**config.mk**
```make
export PLATFORM = sky130hd
export DESIGN_NAME = rd_code_gen
export DESIGN_NICKNAME = d
export VERILOG_FILES = /design/src/rtl/mrelbp_pkg.sv /design/src/rtl/rd_sign_cmp.sv /design/src/rtl/rd_code_gen.sv
export SDC_FILE = /design/constraint.sdc
export NUM_CORES = 1
export LEC_CHECK = 0
export BUFFER_PORTS_ARGS = -buffer_cell sky130_fd_sc_hd__buf_2
export CORE_MARGIN = 2
export CORE_UTILIZATION = 51
export CTS_CLUSTER_SIZE = 25
export DETAILED_ROUTE_END_ITERATION = 7
export PLACE_DENSITY = 0.79
export SYNTH_ARGS = -nofsm -noshare
export SYNTH_HDL_FRONTEND = slang
export SYNTH_SLANG_ARGS = --single-unit
```
**constraint.sdc**
```tcl
create_clock -name i_clk -period 5.8 [get_ports i_clk]
set_clock_uncertainty 0.2 [all_clocks]
set_input_delay 0.58 -clock i_clk [delete_from_list [all_inputs] [get_ports i_clk]]
set_output_delay 0.58 -clock i_clk [all_outputs]
set_load 0.01 [all_outputs]
```
**src/rtl/mrelbp_pkg.sv**
```systemverilog
// mrelbp_pkg
// Definitions shared by the radial-difference code path: default pixel
// width, pairs per code, code width, handoff-counter width and the
// code-generator state encoding.
package mrelbp_pkg;

  localparam int PIX_W_DEF = 8;
  localparam int NUM_P     = 8;
  localparam int CODE_W    = 8;
  localparam int CNT_W     = 16;

  typedef enum logic {
    COLLECT = 1'b0,
    OUT     = 1'b1
  } rd_state_e;

endpackage

```
**src/rtl/rd_sign_cmp.sv**
```systemverilog
// rd_sign_cmp
// Combinational sign test for one outer/inner sample pair.
// o_bit = 1 when outer >= inner (+ threshold when RD_THRESH_EN is defined).
// The comparison is done one bit wider than the samples so inner + thresh
// can never wrap.
// Ports:
//   i_thresh  threshold added to the inner sample (RD_THRESH_EN only)
//   i_outer   outer-radius sample, unsigned
//   i_inner   inner-radius sample, unsigned
//   o_bit     resulting code bit
// Configuration macro: RD_THRESH_EN
module rd_sign_cmp #(
  parameter int PIX_W = 8
) (
`ifdef RD_THRESH_EN
  input  logic [PIX_W-1:0] i_thresh,
`endif
  input  logic [PIX_W-1:0] i_outer,
  input  logic [PIX_W-1:0] i_inner,
  output logic             o_bit
);

  logic [PIX_W:0] rhs;

`ifdef RD_THRESH_EN
  assign rhs = {1'b0, i_inner} + {1'b0, i_thresh};
`else
  assign rhs = {1'b0, i_inner};
`endif

  assign o_bit = ({1'b0, i_outer} >= rhs);

endmodule

```
**src/rtl/rd_code_gen.sv**
```systemverilog
// rd_code_gen
// Collects eight outer/inner sample pairs into an 8-bit radial-difference
// code (first pair in bit 0) and hands the code to the weight stage with a
// valid/ready handshake. o_addr is the code register itself and feeds the
// weight ROM address directly.
// Ports:
//   i_clk, i_rst        clock, synchronous active-high reset
//   i_valid / o_ready   pair handshake (o_ready high only while collecting)
//   i_outer, i_inner    sample pair, unsigned
//   i_thresh            per-pair threshold (RD_THRESH_EN only)
//   o_addr              code / weight ROM address
//   o_valid / i_ready   code handshake toward the weight stage
//   o_code_cnt          saturating count of handed-off codes
// Configuration macro: RD_THRESH_EN
module rd_code_gen #(
  parameter int PIX_W = mrelbp_pkg::PIX_W_DEF,
  parameter int NUM_P = mrelbp_pkg::NUM_P
) (
  input  logic                         i_clk,
  input  logic                         i_rst,
  input  logic                         i_valid,
  input  logic [PIX_W-1:0]             i_outer,
  input  logic [PIX_W-1:0]             i_inner,
`ifdef RD_THRESH_EN
  input  logic [PIX_W-1:0]             i_thresh,
`endif
  output logic                         o_ready,
  output logic [mrelbp_pkg::CODE_W-1:0] o_addr,
  output logic                         o_valid,
  input  logic                         i_ready,
  output logic [mrelbp_pkg::CNT_W-1:0] o_code_cnt
);

  import mrelbp_pkg::*;

  rd_state_e           state_q, state_d;
  logic [2:0]          pair_cnt_q, pair_cnt_d;
  logic [CODE_W-1:0]   code_q, code_d;
  logic [CNT_W-1:0]    code_cnt_q, code_cnt_d;
  logic                pair_bit;

  rd_sign_cmp #(
    .PIX_W (PIX_W)
  ) u_sign_cmp (
`ifdef RD_THRESH_EN
    .i_thresh (i_thresh),
`endif
    .i_outer  (i_outer),
    .i_inner  (i_inner),
    .o_bit    (pair_bit)
  );

  always_comb begin
    state_d    = state_q;
    pair_cnt_d = pair_cnt_q;
    code_d     = code_q;
    code_cnt_d = code_cnt_q;
    o_ready    = 1'b0;
    o_valid    = 1'b0;
    case (state_q)
      COLLECT: begin
        o_ready = 1'b1;
        if (i_valid) begin
          code_d[pair_cnt_q] = pair_bit;
          // 3-bit counter wraps back to 0 on the last pair of a code
          pair_cnt_d = pair_cnt_q + 3'd1;
          if (pair_cnt_q == 3'(NUM_P - 1)) begin
            state_d = OUT;
          end
        end
      end
      OUT: begin
        o_valid = 1'b1;
        // Pairs offered while a code is pending are not absorbed.
        if (i_ready) begin
          state_d = COLLECT;
          code_d  = '0;
          if (code_cnt_q != '1) begin
            code_cnt_d = code_cnt_q + 1'b1;
          end
        end
      end
      default: begin
        state_d = COLLECT;
      end
    endcase
  end

  always_ff @(posedge i_clk) begin
    if (i_rst) begin
      state_q    <= COLLECT;
      pair_cnt_q <= '0;
      code_q     <= '0;
      code_cnt_q <= '0;
    end else begin
      state_q    <= state_d;
      pair_cnt_q <= pair_cnt_d;
      code_q     <= code_d;
      code_cnt_q <= code_cnt_d;
    end
  end

  assign o_addr     = code_q;
  assign o_code_cnt = code_cnt_q;

endmodule
```
Word-level counts from Yosys, hierarchy flattened
Cells that the tools add are included.
{"block": "totals", "out_inout_bits": 26, "input_bits": 20, "ff_bits": 28, "elab_cells": 30}
{"block": "classes", "n_mux": 12, "add_sub_neg": 2, "n_bitwise": 1, "n_reduce_logical": 4, "n_lt_le_gt_ge": 3, "n_eq_ne": 4}
{"cell": "adder 16 x 1 -> 16 bit, second input constant", "count": 1}
{"cell": "two-way mux 8 bit", "count": 2}
{"cell": "inequality test 16 bit, second input constant", "count": 1}
{"cell": "one-hot mux 8 bit (2 select lines)", "count": 1}
{"cell": "bitwise mux 8 bit", "count": 1}
{"cell": ">= comparator 8 bit", "count": 1}
{"cell": "two-way mux 1 bit", "count": 6}
{"cell": "less-than comparator 3 x 4 -> 1 bit, second input constant", "count": 1}
{"cell": "inequality test 2 bit, second input constant", "count": 2}
{"cell": "AND reduction 2 bit", "count": 2}
{"cell": "adder 3 x 1 -> 3 bit, second input constant", "count": 1}
{"cell": "demux 1 bit (select 3 bit)", "count": 1}
{"cell": "equality test 3 bit, second input constant", "count": 1}
{"cell": ">= comparator 3 x 1 -> 1 bit, second input constant", "count": 1}
{"cell": "AND reduction 3 bit", "count": 1}
{"cell": "one-hot mux 1 bit (2 select lines)", "count": 1}
{"cell": "logical AND 1 bit", "count": 1}
{"cell": "inverter 1 bit", "count": 1}

Logic depth before layout (Yosys ltp)
{"block": "logic_depth", "ltp_word": 7, "depth_mapped": 6, "mapped_depth_nobuf": 6}

Hierarchy
Synthesis repeated with hierarchy kept, for this count alone.
{"block": "hier_totals", "hier_cells": 185, "hier_area_um2": 1616.6}
{"mod": "rd_code_gen", "area_each_um2": 1418.9, "cells_per_inst": 160, "n_inst": 1, "seq_area_each_um2": 560.5}
{"mod": "rd_sign_cmp", "area_each_um2": 197.7, "cells_per_inst": 25, "n_inst": 1, "seq_area_each_um2": 0.0}

Worst setup path after synthesis
No wires, ideal clock.
{"block": "synth_timing", "kind": "reg-to-reg", "from": "reg code_cnt_q[0], in the netlist o_code_cnt[0]", "to": "reg code_cnt_q[4], in the netlist o_code_cnt[4]", "arrival_ns": 1.688, "setup_ns": 0.121, "synth_period_minus_slack_ns": 2.009, "slack_ns": 3.791, "path_stages_with_launch": 7, "path_cell_list": "dfxtp_1 ha_1 nand4_1 nor4_4 buf_6 nor3_2 mux2_4"}
{"block": "synth_between", "elab_chain_len": 2, "word_cells_on_any_way": 3, "cone_classes": "add/sub (1); eq/ne (1); reduce/logical (1)"}
{"element": "from (decl)", "line_no": "rd_code_gen.sv:39", "source": "logic [CNT_W-1:0] code_cnt_q, code_cnt_d;"}
{"element": "from (signal assigned)", "line_no": "rd_code_gen.sv:99", "source": "code_cnt_q <= code_cnt_d;"}
{"element": "parallel branches: the longest is 2 deep, another holds adder 16 x 1 -> 16 bit"}
Several ways; the timed one is not identified.
A chain may end at the register's enable or synchronous reset.

Worst setup path in the final report
{"block": "layout_timing", "from": "reg code_cnt_q[1], in the netlist o_code_cnt[1]", "to": "reg code_cnt_q[5], in the netlist o_code_cnt[5]"}
Same word-level chain as after synthesis.

==> impl_metrics.tcl <==
set metrics [dict create \
    cp-startpoint "o_code_cnt[1]" \
    clockBufferDepth 2 \
    synth_top_cell_by_area "dfxtp_1" \
    cp.depth 5 \
    slew_headroom_pct 48.1 \
    h-tree-depth 1 \
    core_area_um2 3100 \
    die_h_um 61.8 \
    gr-total-overflow 0 \
    rsz0062_at_grt "false" \
    cp_max_fo 18 \
    grt.total_usage_pct 20.1 \
    die_area_um2 3810 \
    layout-drive-gt1-share_pct 28.0 \
    first_pass_iters 4 \
    post_cts_resized 0 \
    path_cells "ha_1 -> nand4_1 -> nor4_4 -> nor3_1 -> mux2_2" \
    routed_wl_mm 3.56 \
    grt_pass1_vias 1326 \
    synth_cell_type_count 42 \
    cts_hold_buf 0 \
    clk_pin_slew_ns 0.15 \
    p_clk_share_pct 35.2 \
    portBuffers 45 \
    ioPinCount 46 \
    cpPeakStageDelay_ns 0.69 \
    cts_setup_buffers 0 \
    cpMaxStageDelayCell "nor4_4" \
    start_util_pct 54.8 \
    first_iter_violations 116 \
    synth_top_area_share_pct 32.9 \
    gp_congestion 0.880 \
    vias 1576 \
    path_buf_inv 0 \
    irDropWorstVdd_v 0.0000739 \
    grt_pass1_wl_mm 5.80 \
    synth_edf_count 0 \
    cap_violations 0 \
    syn-mean-instance-area_um2 8.59 \
    dp_cells 276 \
    r2r_cells 5 \
    fp.dieW_um 61.8 \
    critPathLaunchType "flop" \
    p_leak_uw 0.000860 \
    power_frac_seq_pct 54.1 \
    dp_hpwl_mm 2.61 \
    switching_share_pct 23.5 \
    worst_pin_slew_ns 0.772 \
    period_share_pct 38.8 \
    clkLatencyLatePin_ns 0.34 \
    final_cells 280 \
    synth_commonest_cells "dfxtp_1, inv_1, a21oi_1, nor2_1, ha_1" \
    wl_per_cell_um 12.7 \
    cp.required_ns 5.85 \
    postLayoutCoreUtil_pct 63.3 \
    numCtsBuffers 3 \
    reg2reg_from "o_code_cnt[1]" \
    hold_path.class "input pin to flop" \
    row_count 20 \
    final.min_clock_period_ns 2.25 \
    grt_max_degree 26 \
    cts_tree "yes" \
    ys_ff_latch 28 \
    drc_errors 0 \
    area_growth_pct 15.5 \
    antenna_left 0 \
    cts.sinks 28 \
    critPathCaptureType "flop" \
    power_frac_comb_pct 10.7 \
    num-fill-cells 305 \
    powerDensity_nw_per_um2 189 \
    ys.warnings.count 0 \
    synth_cells 198 \
    antenna_found_initial 0 \
    regToRegSetupSlack_ns 3.55 \
    synth_area_um2 1700 \
    critPathTopFamily "simple AND/OR/NAND/NOR gates" \
    hold_violations 0 \
    synth-seq-area-share_pct 32.9 \
    diodes 0 \
    synth_area_leaders "dfxtp_1, ha_1, a211oi_1" \
    avgViaCountPerCell 5.63 \
    cts-root-buf "clkbuf_4" \
    finalSetupViolCount 0 \
    endpoint "o_code_cnt[5]" \
    synth_fp_nets 229 \
    finalMaxSlewViolations 0 \
    synthMostInstantiatedCell "dfxtp_1" \
    async_reset_ff_share_pct 0 \
    path_class "flop to flop" \
    rr_endpoint "o_code_cnt[5]" \
    nets 268 \
    fmax_mhz 445 \
    synthFlopType "dfxtp_1" \
    internal_power_uw 284 \
    tns_ns 0 \
    p_sw_uw 87.2 \
    critPathArrivalTime_ns 2.30 \
    status "finished clean" \
]
## cell type report
cell class                      instances  area (um^2)  area share [%]
Timing Repair Buffer                   45          225            11.5
Multi-Input combinational cell        145         1020            51.9
Sequential cell                        28          561            28.5
Clock inverter                          1         30.0            1.53
Clock buffer                            3         22.5            1.15
Tap cell                               44         55.1            2.80
Inverter                               14         52.6            2.67
## worst min path at each step
stage,startpoint,to,slack [ns],cells after the start
after detailed placement,o_addr[0],o_addr[0],0.31,2
final,i_valid,state_q,0.29,3
after floorplan,o_addr[0],o_addr[0],0.34,2
after global routing,i_valid,state_q,0.33,3
after global placement,o_addr[0],o_addr[0],0.31,2
after CTS,i_valid,state_q,0.28,3
## metrics by stage
stage	total power, uW	hold slack [ns]	setup WS (ns)	instance area [um^2]
2_1_floorplan	231	0.335	3.79	1700
3_3_place_gp	244	0.310	3.62	1910
3_5_place_dp	245	0.314	3.58	1910
4_1_cts	373	0.284	3.56	1970
5_1_grt	388	0.328	3.33	1970
6_report	371	0.286	3.55	1970
## state kept, by name (all words and copies together) (netlist names)
name / cells
o_code_cnt: 16
pair_cnt_q: 3
o_addr: 8
state_q: 1
## cells in the final DEF (no fill, tap or decap), types with 2 or more instances in the layout
cell type	n
a211oi_1	9
a21oi_1	13
a31oi_1	4
and3_1	3
and4_1	4
buf_2	45
clkbuf_4	3
dfxtp_1	28
ha_1	11
inv_1	14
mux2_2	5
mux2i_1	3
nand2_1	8
nand2b_1	3
nand3_1	9
nand4_1	5
nand4_2	2
nor2_1	13
nor2b_1	7
nor3_1	8
nor4_1	5
o211ai_1	2
o21a_1	2
o21ai_0	5
o31ai_1	5
or3_2	3
or4_1	3
or4_2	2
## per-layer routing
layer,vias to the layer above,GRT usage [%],routed length [um]
li1,811,-,-
met1,724,28.5,1740
met2,36,30.7,1590
met3,5,3.52,171
met4,0,7.29,54
met5,-,0,0
## kinds of logic after synthesis
kind of cell               after synthesis  synth area share, %
and+or+nand+nor                         80                 28.5
AOI/OAI and AO/OA                       44                 16.9
DFF                                     28                 32.9
buffers and inverters                   25                 7.13
adders and majority gates               11                 8.09
muxes                                    9                 5.96
xor gates and xnor gates                 1                0.515
## worst register-to-register path, cell delays in order, from the launching register on
cell and delay, ns:
dfxtp_1 0.42, ha_1 0.25, nand4_1 0.18, nor4_4 0.69, nor3_1 0.12, mux2_2 0.30
## power by group through the flow
stage                     clock network, uW  registers [uW]  logic [uW]
after floorplan                           0             203        28.5
after global placement                    0             205        39.0
after detailed placement                  0             205        39.9
after CTS                               132             201        40.2
after global routing                    140             202        46.2
final                                   130             201        39.8
Power figures use the tool's default switching activity.
